File: src/rtl/ram_arbiter.sv
// ram_arbiter: shares one single-port data RAM between two requesters.
//   Port 0 is the core load/store path, port 1 the host/debug loader.
//   Round-robin arbitration with an optional locked burst of up to
//   MAX_BURST consecutive beats for the current owner.
//
// Optional build macro: RAM_ARBITER_STATS_EN
//   Adds the stats_clr input and the saturating counters gnt_cnt0,
//   gnt_cnt1 and conflict_cnt (CNT_W bits each).
//
// Ports:
//   clk, reset          clock; synchronous active-high reset
//   reqN/weN/lockN      request, write enable, burst lock per port
//   addrN/wdataN        access address / write data per port
//   gntN                combinational grant (beat = reqN & gntN)
//   rdataN/rvalidN      registered read data and its one-cycle strobe
//   ram_addr/ram_din    address / write data driven to the RAM
//   ram_we              RAM write enable
//   ram_dout            combinational RAM read data
module ram_arbiter #(
    parameter int AW        = 32,
    parameter int DW        = 32,
    parameter int MAX_BURST = 4,
    parameter int CNT_W     = 16
) (
    input  logic          clk,
    input  logic          reset,
    input  logic          req0,
    input  logic          we0,
    input  logic          lock0,
    input  logic [AW-1:0] addr0,
    input  logic [DW-1:0] wdata0,
    input  logic          req1,
    input  logic          we1,
    input  logic          lock1,
    input  logic [AW-1:0] addr1,
    input  logic [DW-1:0] wdata1,
    output logic          gnt0,
    output logic          gnt1,
    output logic [DW-1:0] rdata0,
    output logic [DW-1:0] rdata1,
    output logic          rvalid0,
    output logic          rvalid1,
    output logic [AW-1:0] ram_addr,
    output logic [DW-1:0] ram_din,
    output logic          ram_we,
    input  logic [DW-1:0] ram_dout
`ifdef RAM_ARBITER_STATS_EN
    ,
    input  logic             stats_clr,
    output logic [CNT_W-1:0] gnt_cnt0,
    output logic [CNT_W-1:0] gnt_cnt1,
    output logic [CNT_W-1:0] conflict_cnt
`endif
);

    // Parameter sanity check at elaboration time.
    if (MAX_BURST < 1 || MAX_BURST > 16 || CNT_W < 1) begin : g_bad_param
        $error("ram_arbiter: MAX_BURST must be 1..16 and CNT_W >= 1");
    end

    // The hold rule applies while beat_cnt is below this limit; with
    // MAX_BURST == 1 the limit is 0, so locking never holds the grant.
    localparam logic [3:0] HOLD_LIMIT = 4'(MAX_BURST - 1);

    logic       owner;
    logic       owner_valid;
    logic       last_winner;
    logic [3:0] beat_cnt;

    logic [1:0] req;
    logic [1:0] lock;
    logic       hold;
    logic       beat0;
    logic       beat1;
    logic       beat_port;

    assign req  = {req1, req0};
    assign lock = {lock1, lock0};

    // Grant selection in priority order: burst hold, tie, single request.
    always_comb begin
        gnt0 = 1'b0;
        gnt1 = 1'b0;
        hold = owner_valid && req[owner] && lock[owner] && (beat_cnt < HOLD_LIMIT);
        if (hold) begin
            if (owner) gnt1 = 1'b1;
            else       gnt0 = 1'b1;
        end else if (req0 && req1) begin
            if (last_winner) gnt0 = 1'b1;
            else             gnt1 = 1'b1;
        end else if (req0) begin
            gnt0 = 1'b1;
        end else if (req1) begin
            gnt1 = 1'b1;
        end
    end

    // RAM drive follows the granted port; port 0 values when idle.
    always_comb begin
        ram_addr = addr0;
        ram_din  = wdata0;
        ram_we   = 1'b0;
        if (gnt1) begin
            ram_addr = addr1;
            ram_din  = wdata1;
            ram_we   = we1 & req1;
        end else if (gnt0) begin
            ram_we   = we0 & req0;
        end
    end

    assign beat0     = req0 & gnt0;
    assign beat1     = req1 & gnt1;
    assign beat_port = beat1;

    // Ownership / burst tracking. beat_cnt saturates so that repeated
    // uncontested locked beats cannot wrap back into a fresh hold window.
    always_ff @(posedge clk) begin
        if (reset) begin
            owner       <= 1'b0;
            owner_valid <= 1'b0;
            last_winner <= 1'b1;
            beat_cnt    <= '0;
        end else if (beat0 || beat1) begin
            last_winner <= beat_port;
            owner       <= beat_port;
            owner_valid <= 1'b1;
            if ((beat_port == owner) && owner_valid && lock[beat_port]) begin
                if (beat_cnt != 4'hF) beat_cnt <= beat_cnt + 4'd1;
            end else begin
                beat_cnt <= '0;
            end
        end else begin
            owner_valid <= 1'b0;
            beat_cnt    <= '0;
        end
    end

    // Read return path: data captured at the beat edge, strobe for one cycle.
    always_ff @(posedge clk) begin
        if (reset) begin
            rvalid0 <= 1'b0;
            rvalid1 <= 1'b0;
            rdata0  <= '0;
            rdata1  <= '0;
        end else begin
            rvalid0 <= beat0 & ~we0;
            rvalid1 <= beat1 & ~we1;
            if (beat0 && !we0) rdata0 <= ram_dout;
            if (beat1 && !we1) rdata1 <= ram_dout;
        end
    end

`ifdef RAM_ARBITER_STATS_EN
    // Saturating statistics counters; clear takes precedence over counting.
    always_ff @(posedge clk) begin
        if (reset || stats_clr) begin
            gnt_cnt0     <= '0;
            gnt_cnt1     <= '0;
            conflict_cnt <= '0;
        end else begin
            if (beat0 && (gnt_cnt0 != '1)) gnt_cnt0 <= gnt_cnt0 + 1'b1;
            if (beat1 && (gnt_cnt1 != '1)) gnt_cnt1 <= gnt_cnt1 + 1'b1;
            if (req0 && req1 && (conflict_cnt != '1)) conflict_cnt <= conflict_cnt + 1'b1;
        end
    end
`endif

endmodule

File: config.mk
export PLATFORM = sky130hd
export DESIGN_NAME = ram_arbiter
export DESIGN_NICKNAME = d
export VERILOG_FILES = /design/src/rtl/ram_arbiter.sv
export SDC_FILE = /design/constraint.sdc
export NUM_CORES = 1
export LEC_CHECK = 0
export CAP_MARGIN = 20
export CORE_MARGIN = 3
export CORE_UTILIZATION = 30
export CTS_BUF_LIST = sky130_fd_sc_hd__clkbuf_8 sky130_fd_sc_hd__clkbuf_16
export DETAILED_ROUTE_END_ITERATION = 12
export PLACE_DENSITY = 0.78
export SLEW_MARGIN = 15
export SYNTH_ARGS = -nofsm -noshare
export SYNTH_HDL_FRONTEND = slang
export SYNTH_SLANG_ARGS = --single-unit
File: constraint.sdc
create_clock -name clk -period 2.5 [get_ports clk]
set_input_delay 0.5 -clock clk [delete_from_list [all_inputs] [get_ports clk]]
set_output_delay 0.5 -clock clk [all_outputs]
set_load 0.02 [all_outputs]
-- Word level (Yosys, flattened, before mapping)
Index checks and enable logic that the tools add are counted.
- input port bits: 168
- output and inout bits: 133
- register bits after elaboration: 73
- word-level logic and storage cells: 58
- bitwise operators: 10
- reduce and logical (&&, ||, !) cells: 12
- $lt $le $gt $ge: 3
- add/sub/neg operators: 1
- eq/ne operators: 2
- multiplexer cells: 22
- operator list (kind ; number):
    $mux 32 ; 2
    $mux 1 ; 20
    $logic_and 1x1->1 ; 8
    $and 1x1->1 ; 6
    $add 4x1->4 const B ; 1
    $lt 1x2->1 const B ; 2
    $lt 4x2->1 const B ; 1
    $ne 4x4->1 const B ; 1
    $not 1->1 ; 4
    $reduce_or 3->1 ; 1
    $logic_not 1->1 ; 2
    $eq 1x1->1 ; 1
    $logic_or 1x1->1 ; 1

-- Longest topological paths before layout
- depth in word-level cells: 12
- gate-level depth with buffers: 7
- depth with buffers taken out: 5

-- Worst setup path after synthesis
No wires, ideal clock.
- path kind: reg-to-output
- start point: reg beat_cnt[0]
- end point: out ram_addr[10]
- setup slack: -207 ps
- arrival: 2207 ps
- stages on the path, launching flop included: 8
- cells stage by stage: dfxtp_1 -> ha_1 -> or4b_4 -> or2_1 -> nand2_1 -> buf_4 -> buf_6 -> mux2_1
- word-level cells in the longest chain between the ends: 4
- RTL lines (item ; line ; RTL):
    start, declared ; 68 ; logic [3:0] beat_cnt;
    start signal, assigned ; 129 ; if (beat_cnt != 4'hF) beat_cnt <= beat_cnt + 4'd1;
    $lt 4x2->1 ; 84 ; hold = owner_valid && req[owner] && lock[owner] && (beat_cnt < HOLD_LIMIT);
    $logic_and 1x1->1 ; 84 ;
    $mux 1 ; 85 ; if (hold) begin
    $mux 32 ; 103 ; if (gnt1) begin
    end, declared ; 43 ; output logic [AW-1:0] ram_addr,
Every way passes these cells.

-- Worst setup path after layout
- start point: reg beat_cnt[0]
- end point: out ram_din[19]
- word-level cells in the longest chain between the ends: 4
- RTL lines (item ; line ; RTL):
    $lt 4x2->1 ; 84 ;
    $logic_and 1x1->1 ; 84 ;
    $mux 1 ; 85 ;
    $mux 32 ; 103 ;
    end, declared ; 44 ; output logic [DW-1:0] ram_din,
Every way passes these cells.

==> impl_metrics.toml <==
[status]
status = "finished with violations"
violations = "negative setup slack"

[power_and_ir_drop]
power_density_nw_per_um2 = 516.5
power_switching_mw = 1.093
power_mw = 4.068
seq_power_share_pct = 30.9
p_int_mw = 2.974
pwr-share-comb_pct = 34.8
leakage_nw = 3.355
peakVddDrop_v = 0.0004651
swShare_pct = 26.88
clockPowerShare_pct = 34.4

[min_path]
min_path_type = "reg2reg"

[placement]
gp_congestion = 0.8731
dp_slack_ns = -0.7820
placed_area_um2 = 7198
dp_hpwl_mm = 12.95
dp.cells = 821
port-buffer-count = 300

[floorplan]
fp-row-count = 39
core_um2 = 11710
dieArea_um2 = 13610
ios = 301
start_util_pct = 31.38
die_w_um = 116.7
chipHeight_um = 116.7

[yosys]
synth_enable_flop_cells = 0
yosysUniqueCellTypes = 39
mappedNetlistArea_um2 = 3675
synth_common_cells = "dfxtp_1 (73), nand2_1 (65), mux2_2 (60), nor3_1 (35), mux2i_1 (33)"
avgSynthCellArea_um2 = 9.878
syn_inst = 372
ys.flop_type = "dfxtp_1"
synth_nets = 541
synth_most_common_cell = "dfxtp_1"
ys_warn_count = 0
ys_seq_area_share_pct = 39.77
synth_area_leader_cell = "dfxtp_1"
synth_top_area_share_pct = 39.77
ys_ff_latch = 73
synth_area_leaders = "dfxtp_1 (40%), mux2_2 (18%), mux2i_1 (9.0%)"
synthArstFlopShare_pct = 0

[clock_tree]
clockBufferDepth = 2
cts_buffers = 9
clock-sinks = 73
cts_tree = "done"
cts-root-buf = "clkbuf_16"
insertion_delay_ns = 0.33
clk_pin_slew_worst_paths_ns = 0.05
htree_levels = 3

[route]
drtIter0Drc = 164
via_count = 4197
firstDrtPassIters = 6
postRouteAntennaNets = 0
wl_per_cell_um = 19.53
post_drt_via_cell_ratio = 4.920
drc_errors = 0
finalWirelength_mm = 16.66

[job]
maxCapViolCount = 0

[global_routing]
antenna_found_initial = 0
grt_max_degree = 61
grt_pass1_wl_mm = 23.25
grt_pass1_vias = 4272
grt_usage_pct = 22.16
grt-ovfl-total = 0

[sta]
final_max_slew_viol_count = 0
setup_ws_ns = -0.4525
grt_setup_unrepaired = "true"
tightest_slew_ns = 0.5085
setup_tns_ns = -24.51
slew_headroom_pct = 65.22
min_period_ns = 2.953
hold_violations = 0
fmax_ghz = 0.3387
fin_worst_skew_ns = 0.003863
setup_viol = 66
finalCritPeriodShare_pct = 118.1
whs_ns = 0.4538

[setup_path]
path_max_fanout = 8
worstPathArrival_ns = 2.45
worst_setup_path_start_kind = "flop"
cpLargestDelayFamily = "simple AND/OR/NAND/NOR gates"
endpoint_kind = "output pin"
worst-setup-path-type = "reg2out"
critPathMostFrequentCell = "buf_6"
critPathMaxStageDelay_ns = 0.51
crit_slowest_cell = "or4b_4"
worstPathCellList = "ha_4 > or4b_4 > or2_4 > nand2_8 > buf_6 > clkbuf_16 > mux2_4 > buf_6"
worstPathRequired_ns = 2.00
path_buf_inv = 3

[final_layout]
nNetsFinal = 874
diodes = 0
drive_above_1_share_pct = 34.37
postLayoutCellArea_um2 = 7875
fin_util_pct = 67.24
fin_cells = 853
areaGrowthSynthToFinish_pct = 114.3
[worst min-delay path, cell delays in order (launching register included)]
cell     delay, ns
dfxtp_1       0.30
nand2_1       0.05
mux2i_1       0.05
[power by group through the flow]
stage                     clock, mW  sequential, mW  combinational [mW]
final                          1.40            1.26                1.41
after global routing           1.47            1.26                1.48
after CTS                      1.42            1.26                1.36
after detailed placement          0            1.28                1.29
after global placement            0            1.28                1.28
after floorplan                   0            1.35               0.542
[area by class of cell]
type	instances	area (µm²)
Clock buffer	11	252.7
Clock inverter	5	77.57
Fill cell	881	3836
Inverter	1	3.754
Multi-Input combinational cell	268	2281
Sequential cell	73	1464
Tap cell	143	178.9
Timing Repair Buffer	352	3617
[placed cells by master (no fill, tap or decap), types with 2 or more instances in the layout]
| master | count |
|---|---|
| clkdlybuf4s50_1 | 233 |
| dfxtp_1 | 71 |
| buf_6 | 67 |
| nand2_1 | 64 |
| mux2_4 | 53 |
| nor3_1 | 35 |
| mux2i_1 | 33 |
| a31o_2 | 31 |
| buf_4 | 27 |
| buf_2 | 12 |
| mux2_2 | 11 |
| clkbuf_16 | 11 |
| buf_12 | 8 |
| nand3_1 | 4 |
| nor2_1 | 4 |
| nand3b_1 | 2 |
| nand2b_1 | 2 |
| o21ai_0 | 2 |
| a31oi_1 | 2 |
| dfxtp_2 | 2 |
| clkinv_2 | 2 |
| bufinv_16 | 2 |
| clkbuf_8 | 2 |
| buf_8 | 2 |
[sequential cells by signal, indices dropped and copies added, names as in the netlist]
signal / count
beat_cnt: 4
rvalid1: 1
rdata0: 32
rdata1: 32
owner: 1
last_winner: 1
rvalid0: 1
owner_valid: 1
[layer usage]
metal / share of wire [%] / track usage, % / routed length, µm
met3: 10 / 8.135 / 1720
met1: 37 / 24.08 / 6168
met2: 50 / 39.09 / 8282
met5: 0 / 0 / 0
met4: 2.9 / 8.869 / 486
[repair_timing]
action	in CTS	in global routing
setup buffers	8	5
hold buffers	0	0
pin swaps	2	1
resized for setup	369	44
cloned	1	2
setup endpoints to repair	67	67
[kinds of logic (layout without fill, tap and decap cells)]
logic type / count (synthesis) / count (layout) / share of synthesized area (%)
DFF: 73 / 73 / 39.77
xor gates and xnor gates: 1 / 1 / 0.2384
muxes: 97 / 97 / 28.60
and+or+nand+nor: 119 / 119 / 14.50
buffers and inverters: 31 / 369 / 5.005
adders and majority gates: 1 / 1 / 0.3404
AOI/OAI and AO/OA: 50 / 50 / 11.54
[worst paths after layout]
check / slack (ns) / cells past startpoint / to / start
setup / recovery: -0.45 / 8 / ram_din[19] / beat_cnt[0]
hold / removal: 0.45 / 2 / rdata1[5] / rdata1[5]
setup reg to reg: 0.19 / 9 / rdata0[23] / beat_cnt[0]
hold reg to reg: 0.45 / 2 / rdata1[5] / rdata1[5]
Note: power is estimated with default switching activity, not from simulation.
